**src/rtl/cmd_dispatcher.sv**
```systemverilog
// Two-byte UART command dispatcher: validates {cmd, addr} frames, issues a one-hot
// request to the addressed sensor controller and waits for its acknowledge.
module cmd_dispatcher #(
    parameter int TIMEOUT_CYCLES = 2500000
) (
    input  logic       clk,
    input  logic       rst_n,
    input  logic [7:0] rx_data,
    input  logic       rx_valid,
    input  logic [7:0] sensor_ack,
    output logic [7:0] sensor_req,
    output logic [3:0] sensor_cmd,
    output logic       err_valid,
    output logic [1:0] err_code,
    output logic       busy,
    output logic [7:0] drop_cnt,
    output logic [1:0] state
);

    // state      | meaning
    // IDLE       | waiting for byte0
    // WAIT_ADDR  | byte0 held, waiting for byte1 with inter-byte timeout
    // ISSUE      | frame valid, loading sensor_req/sensor_cmd
    // WAIT_ACK   | request held until the addressed ack or timeout
    typedef enum logic [1:0] {
        S_IDLE      = 2'd0,
        S_WAIT_ADDR = 2'd1,
        S_ISSUE     = 2'd2,
        S_WAIT_ACK  = 2'd3
    } state_t;

    localparam int            CW       = (TIMEOUT_CYCLES > 2) ? $clog2(TIMEOUT_CYCLES) : 1;
    localparam logic [CW-1:0] CNT_LAST = CW'(TIMEOUT_CYCLES - 1);

    localparam logic [1:0] ERR_CMD  = 2'd0;
    localparam logic [1:0] ERR_ADDR = 2'd1;
    localparam logic [1:0] ERR_TOUT = 2'd2;
    localparam logic [1:0] ERR_NACK = 2'd3;

    state_t          r_state;
    logic [7:0]      r_byte0;
    logic [2:0]      r_addr;
    logic [CW-1:0]   r_cnt;
    logic [7:0]      r_sensor_req;
    logic [3:0]      r_sensor_cmd;
    logic            r_err_valid;
    logic [1:0]      r_err_code;
    logic [7:0]      r_drop_cnt;

    logic w_cmd_bad;
    logic w_addr_bad;
    logic w_ack_hit;
    logic w_timeout;
    logic w_drop;

    // The command is checked against the held byte0, the address against the live byte1.
    assign w_cmd_bad  = (r_byte0[7:4] != 4'h0) || r_byte0[3];
    assign w_addr_bad = (rx_data[7:3] != 5'd0);
    assign w_ack_hit  = sensor_ack[r_addr];
    assign w_timeout  = (r_cnt == CNT_LAST);
    assign w_drop     = rx_valid && ((r_state == S_ISSUE) || (r_state == S_WAIT_ACK));

    always_ff @(posedge clk or negedge rst_n) begin
        if (!rst_n) begin
            r_state      <= S_IDLE;
            r_byte0      <= 8'd0;
            r_addr       <= 3'd0;
            r_cnt        <= '0;
            r_sensor_req <= 8'd0;
            r_sensor_cmd <= 4'd0;
            r_err_valid  <= 1'b0;
            r_err_code   <= 2'd0;
        end else begin
            r_err_valid <= 1'b0;
            case (r_state)
                S_IDLE: begin
                    if (rx_valid) begin
                        r_byte0 <= rx_data;
                        r_cnt   <= '0;
                        r_state <= S_WAIT_ADDR;
                    end
                end
                S_WAIT_ADDR: begin
                    // rx_valid is tested first so a byte on the last cycle still counts
                    if (rx_valid) begin
                        r_addr <= rx_data[2:0];
                        if (w_cmd_bad) begin
                            r_err_valid <= 1'b1;
                            r_err_code  <= ERR_CMD;
                            r_state     <= S_IDLE;
                        end else if (w_addr_bad) begin
                            r_err_valid <= 1'b1;
                            r_err_code  <= ERR_ADDR;
                            r_state     <= S_IDLE;
                        end else begin
                            r_state <= S_ISSUE;
                        end
                    end else if (w_timeout) begin
                        r_err_valid <= 1'b1;
                        r_err_code  <= ERR_TOUT;
                        r_byte0     <= 8'd0;
                        r_state     <= S_IDLE;
                    end else begin
                        r_cnt <= r_cnt + CW'(1);
                    end
                end
                S_ISSUE: begin
                    r_sensor_req <= 8'd1 << r_addr;
                    r_sensor_cmd <= r_byte0[3:0];
                    r_cnt        <= '0;
                    r_state      <= S_WAIT_ACK;
                end
                S_WAIT_ACK: begin
                    if (w_ack_hit) begin
                        r_sensor_req <= 8'd0;
                        r_sensor_cmd <= 4'd0;
                        r_state      <= S_IDLE;
                    end else if (w_timeout) begin
                        r_err_valid  <= 1'b1;
                        r_err_code   <= ERR_NACK;
                        r_sensor_req <= 8'd0;
                        r_sensor_cmd <= 4'd0;
                        r_state      <= S_IDLE;
                    end else begin
                        r_cnt <= r_cnt + CW'(1);
                    end
                end
                default: r_state <= S_IDLE;
            endcase
        end
    end

    // Bytes arriving while a request is in flight are discarded without disturbing the FSM.
    always_ff @(posedge clk or negedge rst_n) begin
        if (!rst_n) begin
            r_drop_cnt <= 8'd0;
        end else if (w_drop && (r_drop_cnt != 8'hFF)) begin
            r_drop_cnt <= r_drop_cnt + 8'd1;
        end
    end

    assign sensor_req = r_sensor_req;
    assign sensor_cmd = r_sensor_cmd;
    assign err_valid  = r_err_valid;
    assign err_code   = r_err_code;
    assign drop_cnt   = r_drop_cnt;
    assign state      = r_state;
    assign busy       = (r_state != S_IDLE);

endmodule

```
**config.mk**
```make
export PLATFORM = sky130hd
export DESIGN_NAME = cmd_dispatcher
export DESIGN_NICKNAME = d
export VERILOG_FILES = /design/src/rtl/cmd_dispatcher.sv
export SDC_FILE = /design/constraint.sdc
export NUM_CORES = 1
export LEC_CHECK = 0
export CAP_MARGIN = 20
export CORE_ASPECT_RATIO = 0.8
export CORE_MARGIN = 8
export CORE_UTILIZATION = 45
export DETAILED_ROUTE_END_ITERATION = 12
export DONT_BUFFER_PORTS = 1
export PLACE_DENSITY_LB_ADDON = 0.08
export SLEW_MARGIN = 10
export SYNTH_ARGS = -nofsm -noshare
export SYNTH_HDL_FRONTEND = slang
export SYNTH_SLANG_ARGS = --single-unit
```
**constraint.sdc**
```tcl
create_clock -name clk -period 2.4 [get_ports clk]
set_clock_uncertainty 0.1 [all_clocks]
set_input_delay 0.48 -clock clk [delete_from_list [all_inputs] [get_ports clk]]
set_output_delay 0.48 -clock clk [all_outputs]
set_load 0.1 [all_outputs]
```
==> impl_metrics.yaml, run 1 <==
floorplanning:
  chipHeight_um: 89.7
  ios: 45
  initial_core_util_pct: 45.4
  coreArea_mm2: 0.00672
  rows: 27
  fp.dieW_um: 108
  dieArea_mm2: 0.00969
power:
  p_leak_nw: 1.63
  power_density_mw_per_mm2: 1190
  totalPowerFinal_mw: 4.32
  ir_drop_v: 0.000612
sta:
  fin_crit_sh_pct: 96.4
  hold_viol: 0
  setup_viol: 0
  min_period_ps: 2310
  rsz0062_at_grt: "no"
  max_freq_mhz: 432
  tightest_slew_ps: 914
  slew_violations: 0
  hold_slack_ps: 158
  slew_headroom_pct: 39.1
placement:
  io_buffers: 0
  gp_congestion: 0.758
  place_hpwl_um: 5160
synthesis:
  syn-mean-instance-area_um2: 9.98
  synth_top_area_share_pct: 47.5
  syn-cell-area_mm2: 0.00305
  synth_flop_cell: "dfrtp_1"
  synth_edf_count: 0
  synth_seq_cells: 58
  synth_area_leaders: "dfrtp_1, o21ai_0, o221a_2, nand2_1, nor2_1"
  yosysMostFrequentCell: "dfrtp_1"
  synth-async-reset-ratio_pct: 100
  yosys_warnings: 0
  yosysTopAreaCell: "dfrtp_1"
  synth.top_cells.by_count: "dfrtp_1, o21ai_0, nand2_1, nor2_1, inv_1"
  synth_nets: 327
  syn_inst: 306
  synth-seq-area-share_pct: 47.5
  synth_cell_type_count: 49
worst_hold_path:
  holdPathStages: 1
  worstHoldEndpoint: "err_code[1]"
  min_path_type: "input pin to register"
  holdCritStartpoint: "rx_valid"
drt:
  viasPerCell: 5.69
  drt-pass1-iter-count: 4
  drc: 0
  vias: 2465
  routed_wl_um: 7340
  drtIter0Drc: 91
  wl_per_cell_um: 16.9
  ant_nets: 0
critical_path:
  arrival_ps: 2470
  crit_required_ps: 2560
  crit_fanout: 11
  path_class: "register to register"
  startpoint: "r_addr[1]"
  worstSetupStartpointType: "register"
  r2r_end: "r_cnt[16]"
  cp-end-kind: "register"
  rrSetupSlack_ps: 90
  cpPeakStageDelay_ps: 530
  cpMaxStageDelayCell: "mux4_2"
  r2r_cells: 5
  path_cells: "mux4_2 > mux2_4 > a211o_4 > or3_1 > a21oi_1"
  rr_startpoint: "r_addr[1]"
global_routing:
  grtUsageTotal_pct: 16.5
  grt_pass1_wl_um: 12500
  grt_overflow_total: 0
  grt_pass1_vias: 2532
  antenna_found_initial: 0
  grt_max_degree: 59
cells_and_area:
  num_antenna_cells: 0
  final_nets: 362
  nFillCells: 621
  area_delta_synth_final_pct: 19.3
  drive_gt1_share_pct: 22.5
clocking:
  cts_tree: "done"
  cts_buffers: 9
  cts_root_buffer: "clkbuf_8"
  clock_latency_ps: 340
  htreeDepth: 3
  cts.sinks: 58
  cts_setup_buffers: 0
  clk_pin_slew_ps: 70
  cts_buffer_depth: 2
flow_run:
  drv_cap: 0
status:
  outcome: "finished, final reports clean"
repair_timing:
action	in CTS	in global routing
pin swaps	0	0
hold endpoints to repair	58	0
resized for setup	1	4
endpoints found under the setup margin	8	6
hold buffers	2	0
worst max-delay path: cells and delay by family (launching register included):
family | cells | cell delay [ps]
AO/OA/AOI/OAI | 2 | 530
flip-flops | 1 | 410
AND/OR/NAND/NOR | 1 | 360
multiplexers | 2 | 850
through the flow:
| stage | setup slack [ps] | TNS, ps | cell area, um^2 | cells | util, % |
|---|---|---|---|---|---|
| 2_1_floorplan | 77.7 | 0 | 3060 | 306 | - |
| 3_3_place_gp | -13.9 | -47.9 | 3370 | 415 | 50.1 |
| 3_5_place_dp | -90.0 | -251 | 3370 | 415 | 50.1 |
| 4_1_cts | 36.9 | 0 | 3620 | 433 | 53.9 |
| 5_1_grt | 0.903 | 0 | 3640 | 433 | 54.2 |
| 6_report | 87.0 | 0 | 3640 | 433 | 54.2 |
flip-flops by register name, summed over array words and instances (netlist names):
signal      cells
r_byte0         8
sensor_cmd      4
sensor_req      8
err_valid       1
r_addr          3
state           2
drop_cnt        8
r_cnt          22
err_code        2
routing by layer:
layer / up-vias / global-route usage (%) / routed length (um)
li1: 1208 / - / -
met1: 1203 / 21.3 / 3510
met2: 47 / 24.8 / 3280
met3: 7 / 6.06 / 481
met4: 0 / 5.90 / 65
met5: - / 0 / 0
power breakdown:
part           switching [mW]  internal, mW  leakage, nW
Clock                   0.391         0.609        0.109
Combinational            1.19         0.618        0.757
Sequential              0.301          1.21        0.766
Total                    1.89          2.44         1.63
cell usage in the layout (no fill, tap or decap), types with 3 or more instances in the layout:
cell | netlist | routed
a211o_1 | 7 | 6
a21oi_1 | 14 | 14
a22o_1 | 6 | 6
a32o_1 | 4 | 4
and3_1 | 6 | 6
buf_4 | 1 | 38
clkbuf_8 | 0 | 10
dfrtp_1 | 58 | 56
inv_1 | 15 | 14
mux2_2 | 4 | 4
nand2_1 | 22 | 22
nand2b_1 | 3 | 3
nand3_1 | 10 | 10
nand4_1 | 10 | 10
nor2_1 | 21 | 21
nor2b_1 | 4 | 4
nor3_1 | 6 | 6
nor4_1 | 3 | 3
nor4b_1 | 6 | 6
nor4bb_1 | 4 | 4
o211ai_1 | 3 | 3
o21ai_0 | 26 | 26
o221a_2 | 8 | 8
or3_1 | 10 | 10
or4_1 | 3 | 3
xnor2_1 | 6 | 6
xor2_1 | 5 | 5
cells by family (layout without fill, tap and decap cells):
| group | count (synthesis) | in the layout | share of synthesized area (%) |
|---|---|---|---|
| fa+ha+maj | 2 | 2 | 0.820 |
| mux | 9 | 9 | 4.26 |
| buf+inv | 31 | 71 | 4.71 |
| xor+xnor | 11 | 11 | 3.16 |
| flops | 58 | 58 | 47.5 |
| simple gates | 116 | 116 | 20.9 |
| compound gates | 79 | 79 | 18.6 |
area by class of cell:
cell class / instances / area [um^2] / area share, %
clock buffer: 11 / 141 / 3.88
clock inverter: 5 / 77.6 / 2.13
inverter: 15 / 60.1 / 1.65
multi-input combinational: 217 / 1480 / 40.5
sequential: 58 / 1450 / 39.9
tap: 87 / 109 / 2.99
timing repair buffer: 40 / 323 / 8.87
how the worst max path moves through the flow:
stage,to,slack [ps],cells past startpoint
CTS,r_cnt[5],40,5
finish,r_cnt[16],90,5
floorplan,r_cnt[9],80,7
detailed placement,r_cnt[5],-90,5
global route,r_cnt[12],0.9,5
global placement,r_cnt[9],-10,5
(Power assumes the default switching activity.)
==> inputs of run 2 (changes only) <==
MAX_ROUTING_LAYER = met4   (was default)
RECOVER_POWER = 50   (was default)
==> impl_metrics.yaml, run 2 (synthesis results as in run 1) <==
status:
  outcome: "finished, final reports clean"
power:
  ir_drop_v: 0.000610
  power_density_mw_per_mm2: 1190
  p_leak_nw: 1.62
  totalPowerFinal_mw: 4.30
cells_and_area:
  nFillCells: 628
  layout_commonest_cell: "dfrtp_1"
  drive_gt1_share_pct: 22.3
  area_delta_synth_final_pct: 18.1
  num_antenna_cells: 0
  stdcell_area_mm2: 0.00360
  final_cell_mix: "dfrtp_1, buf_4, o21ai_0"
  regMostFlops: "r_cnt"
  largest_reg_flops: 22
  final_nets: 362
placement:
  place_area_mm2: 0.00337
  place_hpwl_um: 5160
  gp_congestion: 0.768
  io_buffers: 0
global_routing:
  grt_pass1_vias: 2534
  grt_overflow_total: 0
  grt_max_degree: 59
  antenna_found_initial: 0
  grt_pass1_wl_um: 12500
  grtUsageTotal_pct: 17.0
clocking:
  cts.sinks: 58
  htreeDepth: 3
  cts_setup_buffers: 0
  clk_pin_slew_ps: 70
  clock_latency_ps: 340
  cts_root_buffer: "clkbuf_8"
  cts_tree: "done"
  cts_buffers: 9
  cts_buffer_depth: 2
sta:
  max_freq_mhz: 432
  fin_crit_sh_pct: 96.5
  slew_violations: 0
  setup_viol: 0
  min_period_ps: 2320
  slew_headroom_pct: 11.6
  hold_viol: 0
  tightest_slew_ps: 1330
  rsz0062_at_grt: "no"
critical_path:
  worstSetupStartpointType: "register"
  rrSetupSlack_ps: 80
  rr_startpoint: "r_addr[1]"
  arrival_ps: 2470
  cp-end-kind: "register"
  r2r_end: "r_cnt[21]"
  crit_fanout: 10
  crit_required_ps: 2560
  r2r_cells: 5
  path_class: "register to register"
drt:
  drt-pass1-iter-count: 4
  vias: 2489
  wl_per_cell_um: 17.0
  drc: 0
  drtIter0Drc: 119
  viasPerCell: 5.75
  routed_wl_um: 7350
  ant_nets: 0
floorplanning:
  initial_core_util_pct: 45.4
  ios: 45
  chipHeight_um: 89.7
  dieArea_mm2: 0.00969
  coreArea_mm2: 0.00672
  fp.dieW_um: 108
  rows: 27
worst_hold_path:
  min_path_type: "input pin to register"
  holdCritStartpoint: "rx_valid"
  holdPathStages: 1
  worstHoldEndpoint: "err_code[1]"
flow_run:
  drv_cap: 0
## run 2: power breakdown
| part | total, mW | switching [mW] | internal [mW] |
|---|---|---|---|
| registers | 1.51 | 0.299 | 1.21 |
| clock network | 1.00 | 0.391 | 0.610 |
| logic | 1.79 | 1.19 | 0.597 |
| total | 4.30 | 1.88 | 2.41 |
## run 2: worst max path at each step
stage	start	to	slack [ps]	depth (start not counted)
2_1_floorplan	r_addr[1]	r_cnt[9]	80	7
3_3_place_gp	sensor_ack[6]	r_cnt[9]	-10	5
3_5_place_dp	sensor_ack[6]	r_cnt[5]	-90	5
4_1_cts	r_addr[1]	r_cnt[5]	40	5
5_1_grt	r_addr[1]	r_cnt[12]	0.9	5
6_report	r_addr[1]	r_cnt[21]	80	5
## run 2: repair_timing
action | 4_1_cts | 5_1_grt
hold buffers | 2 | 0
pin swaps | 0 | 0
setup endpoints to repair | 8 | 6
hold endpoints to repair | 58 | 0
gates resized for setup | 1 | 4
## run 2: through the flow
stage               setup WS [ps]  std cells  util (%)  hold WS (ps)  TNS (ps)
detailed placement          -90.0        415      50.1          86.4      -251
floorplan                    77.7        306         -          84.4         0
finish                       85.0        433      53.6           159         0
CTS                          36.9        433      53.9           148         0
global route                0.903        433      53.6           161         0
global placement            -13.9        415      50.1          86.9     -47.9
## run 2: final cells by class
cell class	instances	area (um^2)	share of cell area, %
inverters	15	60.1	1.67
clock inverters	5	77.6	2.15
flip-flops and latches	58	1450	40.3
repair buffers	40	288	7.98
clock buffers	11	141	3.92
well taps	87	109	3.02
multi-input cells	217	1480	41.0
## run 2: worst max-delay path, stage by stage (launching register included)
cell and delay, ps:
dfrtp_1 410, mux4_2 530, mux2_4 320, a211o_4 380, or3_1 360, a21oi_1 140
## run 2: layer usage
layer / track usage [%] / routed length, um / vias up
met4: 5.90 / 80 / 0
met2: 24.8 / 3300 / 60
met5: - / 0 / -
met3: 5.56 / 448 / 9
met1: 21.7 / 3520 / 1211
li1: - / - / 1209
